<file path="src/rtl/lcd_char_streamer.sv">
// rtl/lcd_char_streamer.sv - character FIFO feeding a 2x16 HD44780-style LCD over an Avalon-MM write port
//
// Purpose: accepts a stream of ASCII bytes (0x0A = newline), buffers them in a
// FIFO, and drives instruction/data writes to an LCD slave while tracking the cursor.
// Optional feature macro: LCD_CHAR_FILTER_EN (non-printable bytes written as '?').
//
// Ports:
//   clk, reset            clock, synchronous active-low reset
//   char_data/valid/ready character input handshake
//   clear_req             one-cycle pulse: flush FIFO and clear the display
//   busy                  FIFO non-empty, clear pending, or FSM not idle
//   cursor_pos            {row, column} of the next character write
//   address/chipselect/write/writedata/waitrequest  Avalon-MM write master

module lcd_char_streamer #(
    parameter int FIFO_DEPTH = 16
) (
    input  logic       clk,
    input  logic       reset,
    input  logic [7:0] char_data,
    input  logic       char_valid,
    output logic       char_ready,
    input  logic       clear_req,
    output logic       busy,
    output logic [4:0] cursor_pos,
    output logic       address,
    output logic       chipselect,
    output logic       write,
    output logic [7:0] writedata,
    input  logic       waitrequest
);

    localparam int AW = $clog2(FIFO_DEPTH);

    typedef enum logic [2:0] {
        INIT_CLR, INIT_HOME, IDLE, POP, SET_ADDR, WR_CHAR, CLR, HOME
    } state_t;

    state_t          r_state, w_next;
    logic [7:0]      r_mem [FIFO_DEPTH];
    logic [AW-1:0]   r_wr_ptr, r_rd_ptr;
    logic [AW:0]     r_count;
    logic            r_clr_pend, r_gap, r_row;
    logic [3:0]      r_col;
    logic [7:0]      r_char;

    logic            w_full, w_empty, w_push, w_pop, w_xfer, w_done;
    logic [7:0]      w_head, w_head_filt, w_data;

    assign w_full  = (r_count == (AW+1)'(FIFO_DEPTH));
    assign w_empty = (r_count == '0);
    assign w_push  = char_valid && char_ready;
    assign w_pop   = (r_state == POP) && !w_empty;
    assign w_head  = r_mem[r_rd_ptr];

`ifdef LCD_CHAR_FILTER_EN
    assign w_head_filt = (w_head != 8'h0A && (w_head < 8'h20 || w_head > 8'h7E)) ? 8'h3F : w_head;
`else
    assign w_head_filt = w_head;
`endif

    // Bus-owning states; write drops for one cycle after each completion (r_gap)
    assign w_xfer = (r_state == INIT_CLR) || (r_state == INIT_HOME) || (r_state == SET_ADDR) ||
                    (r_state == WR_CHAR)  || (r_state == CLR)       || (r_state == HOME);
    assign w_done = write && !waitrequest;

    assign char_ready = reset && !w_full;
    assign busy       = !w_empty || r_clr_pend || (r_state != IDLE);
    assign cursor_pos = {r_row, r_col};
    assign write      = reset && w_xfer && !r_gap;
    assign chipselect = write;
    assign address    = reset && (r_state == WR_CHAR);
    assign writedata  = reset ? w_data : 8'h00;

    always_comb begin
        w_data = 8'h00;
        case (r_state)
            INIT_CLR, CLR:   w_data = 8'h01;
            INIT_HOME, HOME: w_data = 8'h80;
            SET_ADDR:        w_data = r_row ? 8'hC0 : 8'h80;
            WR_CHAR:         w_data = r_char;
            default:         w_data = 8'h00;
        endcase
    end

    always_comb begin
        w_next = r_state;
        case (r_state)
            INIT_CLR:  if (w_done) w_next = INIT_HOME;
            INIT_HOME: if (w_done) w_next = IDLE;
            // A push this cycle bypasses the empty check so the write lands two cycles later;
            // a clear arriving in the same cycle flushes that push, so it blocks the bypass.
            IDLE: begin
                if (r_clr_pend)
                    w_next = CLR;
                else if (!clear_req && (!w_empty || w_push))
                    w_next = POP;
            end
            POP: begin
                if (w_empty)
                    w_next = IDLE;
                else if (w_head == 8'h0A)
                    w_next = SET_ADDR;
                else
                    w_next = WR_CHAR;
            end
            SET_ADDR: if (w_done) w_next = IDLE;
            // A wrap normally re-addresses the new row, but a pending clear makes it pointless
            WR_CHAR: begin
                if (w_done)
                    w_next = (r_col == 4'hF && !r_clr_pend && !clear_req) ? SET_ADDR : IDLE;
            end
            CLR:  if (w_done) w_next = HOME;
            HOME: if (w_done) w_next = IDLE;
            default: w_next = IDLE;
        endcase
    end

    always_ff @(posedge clk) begin
        if (w_push)
            r_mem[r_wr_ptr] <= char_data;
    end

    always_ff @(posedge clk) begin
        if (!reset || clear_req) begin
            r_wr_ptr <= '0;
            r_rd_ptr <= '0;
            r_count  <= '0;
        end else begin
            if (w_push) r_wr_ptr <= r_wr_ptr + 1'b1;
            if (w_pop)  r_rd_ptr <= r_rd_ptr + 1'b1;
            case ({w_push, w_pop})
                2'b10:   r_count <= r_count + 1'b1;
                2'b01:   r_count <= r_count - 1'b1;
                default: r_count <= r_count;
            endcase
        end
    end

    always_ff @(posedge clk) begin
        if (!reset) begin
            r_state    <= INIT_CLR;
            r_gap      <= 1'b0;
            r_clr_pend <= 1'b0;
            r_row      <= 1'b0;
            r_col      <= 4'h0;
            r_char     <= 8'h00;
        end else begin
            r_state <= w_next;
            r_gap   <= w_done;

            if (w_next == CLR && r_state != CLR)
                r_clr_pend <= 1'b0;
            else if (clear_req)
                r_clr_pend <= 1'b1;

            if (w_pop) begin
                r_char <= w_head_filt;
                if (w_head == 8'h0A) begin
                    r_row <= ~r_row;
                    r_col <= 4'h0;
                end
            end

            if (r_state == WR_CHAR && w_done) begin
                if (r_col == 4'hF) begin
                    r_row <= ~r_row;
                    r_col <= 4'h0;
                end else begin
                    r_col <= r_col + 1'b1;
                end
            end

            if (r_state == HOME && w_done) begin
                r_row <= 1'b0;
                r_col <= 4'h0;
            end
        end
    end

endmodule

</file>
<file path="config.mk">
export PLATFORM = sky130hd
export DESIGN_NAME = lcd_char_streamer
export DESIGN_NICKNAME = d
export VERILOG_FILES = /design/src/rtl/lcd_char_streamer.sv
export SDC_FILE = /design/constraint.sdc
export NUM_CORES = 1
export LEC_CHECK = 0
export CAP_MARGIN = 30
export CORE_MARGIN = 4
export CORE_UTILIZATION = 35
export DETAILED_ROUTE_END_ITERATION = 16
export GPL_TIMING_DRIVEN = 0
export PLACE_DENSITY = 0.6
export SETUP_SLACK_MARGIN = 0.4
export SLEW_MARGIN = 25
export SYNTH_ARGS = -nofsm -noshare
export SYNTH_HDL_FRONTEND = slang
export SYNTH_SLANG_ARGS = --single-unit
</file>
<file path="constraint.sdc">
create_clock -name clk -period 3 [get_ports clk]
set_input_delay 0.6 -clock clk [delete_from_list [all_inputs] [get_ports clk]]
set_output_delay 0.6 -clock clk [all_outputs]
set_load 0.05 [all_outputs]
</file>
==> flow_summary.toml <==
[clocking]
clkTransAtPathRegs_ps = 70
cts_buffer_depth = 2
cts_root_buffer = "clkbuf_16"
tritoncts = "built"
numCtsBuffers = 17
htreeDepth = 4
cts.sinks = 163
clk_latency_ps = 430

[sta]
fin_hold_ws_ps = 480
fin_crit_ps = 2570
hold_viol = 0
max_freq_mhz = 389
fin_ws_ps = 429
fin_skew_ps = 12.6
slew_headroom_pct = 39.5
rsz0062_at_grt = "yes"
drv_slew = 0
max_slew.worst_pin.slew_ps = 905
post-route-period-util_pct = 85.7
setup_viol = 0

[min_path]
hold_class = "flop to flop"
worstHoldPathCells = 2

[setup_path]
critPathKind = "flop to flop"
critical_path.startpoint = "r_count[2]"
crit_fanout = 4
cp_data_required_time_ps = 3300
r2r-end = "r_count[4]"
r2r_start = "r_count[2]"
cp.arrival_ps = 2870
rrSetupSlack_ps = 430
crit_end = "r_count[4]"
ff2ff_path_depth = 15
endpoint_kind = "flop"
crit_path_start_kind = "flop"

[cells_and_area]
layout.nets = 548
fill_cells = 1665
syn_to_final_growth_pct = 23.2
final_common_cell = "edfxtp_1"
antenna_cells = 0
final_cell_mix = "128 x edfxtp_1, 41 x nor2_1, 30 x nand2_1, 30 x dfxtp_1, 24 x mux4_2"
drive_gt1_share_pct = 27.7
fin_cells = 797
fin_area_um2 = 8340

[placement]
port_buffers = 30
post-dp-hpwl_mm = 9.76
place_inst = 755
placed_area_um2 = 7510
gp_congestion = 0.775
pre_cts_slack_ps = -423

[drt]
ant_nets = 0
first_pass_iters = 6
remaining_drc_errors = 0
vias = 4034
wirelength_mm = 14.3
drt_iter0_drc = 269
avgRoutedWirePerCell_um = 17.9
avgViaCountPerCell = 5.06

[floorplanning]
ios = 31
coreArea_um2 = 18800
num_rows = 50
die_w_um = 147
die_h_um = 147
start_util_pct = 35.9
die_area_um2 = 21600

[logic_synthesis]
synth.avg_cell_area_um2 = 14.6
synth_edf_count = 128
yosysUniqueCellTypes = 49
postSynth.asyncResetShare_pct = 0
ys.flop_type = "edfxtp_1"
synth_seq_area_share_pct = 67.1
netlist_area_um2 = 6770
syn_nets = 488
synthCells = 464
ys.warnings.count = 0
synth-seq-cells = 163

[grt]
overflow = 0
grt_pass1_vias = 4010
grt_pass1_wl_mm = 22.5
track_usage_pct = 13.6
grt_max_degree = 18
antenna_found_initial = 0

[power]
p_total_mw = 4.96
powerDensity_nw_per_um2 = 595
leakagePower_nw = 2.74
ir_drop_uv = 434

[outcome]
status = "complete, no violations"

[job]
maxCapViolations = 0
## metal layers
layer | share of wire [%] | GRT usage [%] | vias to the layer above
li1 | - | - | 1887
met1 | 46 | 17.9 | 2027
met2 | 48 | 22.1 | 107
met3 | 5.2 | 3.39 | 13
met4 | 1.4 | 4.57 | 0
met5 | 0 | 0 | -
## power breakdown
group,total [mW],internal (mW),leakage (nW),switching (mW)
Sequential,2.46,2.44,1.44,0.0124
Clock,2.33,1.36,0.311,0.972
Combinational,0.179,0.0682,0.991,0.111
Total,4.96,3.87,2.74,1.10
## how the worst min path moves through the flow
stage	from	endpoint
after floorplan	r_char[6]	r_char[6]
after global placement	r_char[6]	r_char[6]
after detailed placement	r_char[0]	r_char[0]
after CTS	r_char[0]	r_char[0]
after global routing	r_char[0]	r_char[0]
final	r_char[0]	r_char[0]
## cells by family after synthesis
kind of cell	after synthesis	synth area share (%)
flops	163	67.1
mux	41	10.7
simple gates	141	10.3
compound gates	65	6.05
fa+ha+maj	11	2.14
buf+inv	34	2.44
xor+xnor	9	1.16
## stage by stage
stage               util (%)  TNS [ps]
floorplan                  -         0
global placement        39.7    -15530
detailed placement      39.9     -3740
CTS                     43.6         0
global route            44.3         0
finish                  44.3         0
## state kept, by name (all words and copies together) (netlist names), named ones only
register and cells:
r_gap 1, r_wr_ptr 4, r_row 1, r_state 3
r_char 8, r_col 4, r_count 5, r_clr_pend 1
r_rd_ptr 4, r_mem 128
## final cells by class
type | count | area (um2) | area share [%]
buffer | 23 | 196 | 2.36
clock buffer | 17 | 425 | 5.10
clock inverter | 15 | 209 | 2.51
inverter | 11 | 51.3 | 0.615
multi-input combinational | 267 | 2220 | 26.7
sequential | 163 | 4560 | 54.7
tap | 260 | 325 | 3.90
timing repair buffer | 41 | 348 | 4.17
## worst max-delay path, cell delays in order (launching register included)
cell and delay, ps:
dfxtp_4 360, nor4_4 290, buf_4 170, a21boi_4 50, and2_4 160, buf_8 120
clkinv_4 40, ha_4 160, inv_4 40, fa_2 350, nor2b_4 140, o21ai_2 70
and3_1 170, nor3_2 130, xnor2_1 140, nor2_1 50
## synthesized netlist by cell type (2+ instances only)
cell type / instances / share of area (%)
nor3_1: 10 / 0.74
a22oi_1: 4 / 0.44
o22ai_1: 12 / 1.1
clkbuf_1: 10 / 0.55
xor2_1: 6 / 0.78
nand2b_1: 6 / 0.55
nor2b_1: 11 / 1.0
mux2i_1: 5 / 0.74
buf_6: 2 / 0.33
nor3b_1: 4 / 0.44
nand3_1: 14 / 1.0
buf_2: 3 / 0.22
or4_1: 2 / 0.22
a31oi_1: 4 / 0.37
edfxtp_1: 128 / 57
a21oi_1: 13 / 0.96
or3_1: 2 / 0.18
xnor2_1: 3 / 0.39
buf_1: 3 / 0.17
a31o_2: 4 / 0.52
and3_1: 6 / 0.55
mux4_2: 24 / 8.0
nand4_1: 2 / 0.18
ha_1: 10 / 1.8
and2_1: 6 / 0.55
nand2_1: 30 / 1.7
a21o_1: 2 / 0.22
a21boi_0: 4 / 0.44
mux2_2: 12 / 2.0
nor2_1: 41 / 2.3
inv_1: 11 / 0.61
dfxtp_1: 35 / 10
buf_4: 5 / 0.55
o21ai_0: 15 / 1.1
## what timing repair did
action,in CTS,in global routing
setup endpoints to repair,29,21
buffers inserted,1,8
hold buffers,0,0
resized for setup,66,47
pin swaps,1,14
(Power assumes the default switching activity.)
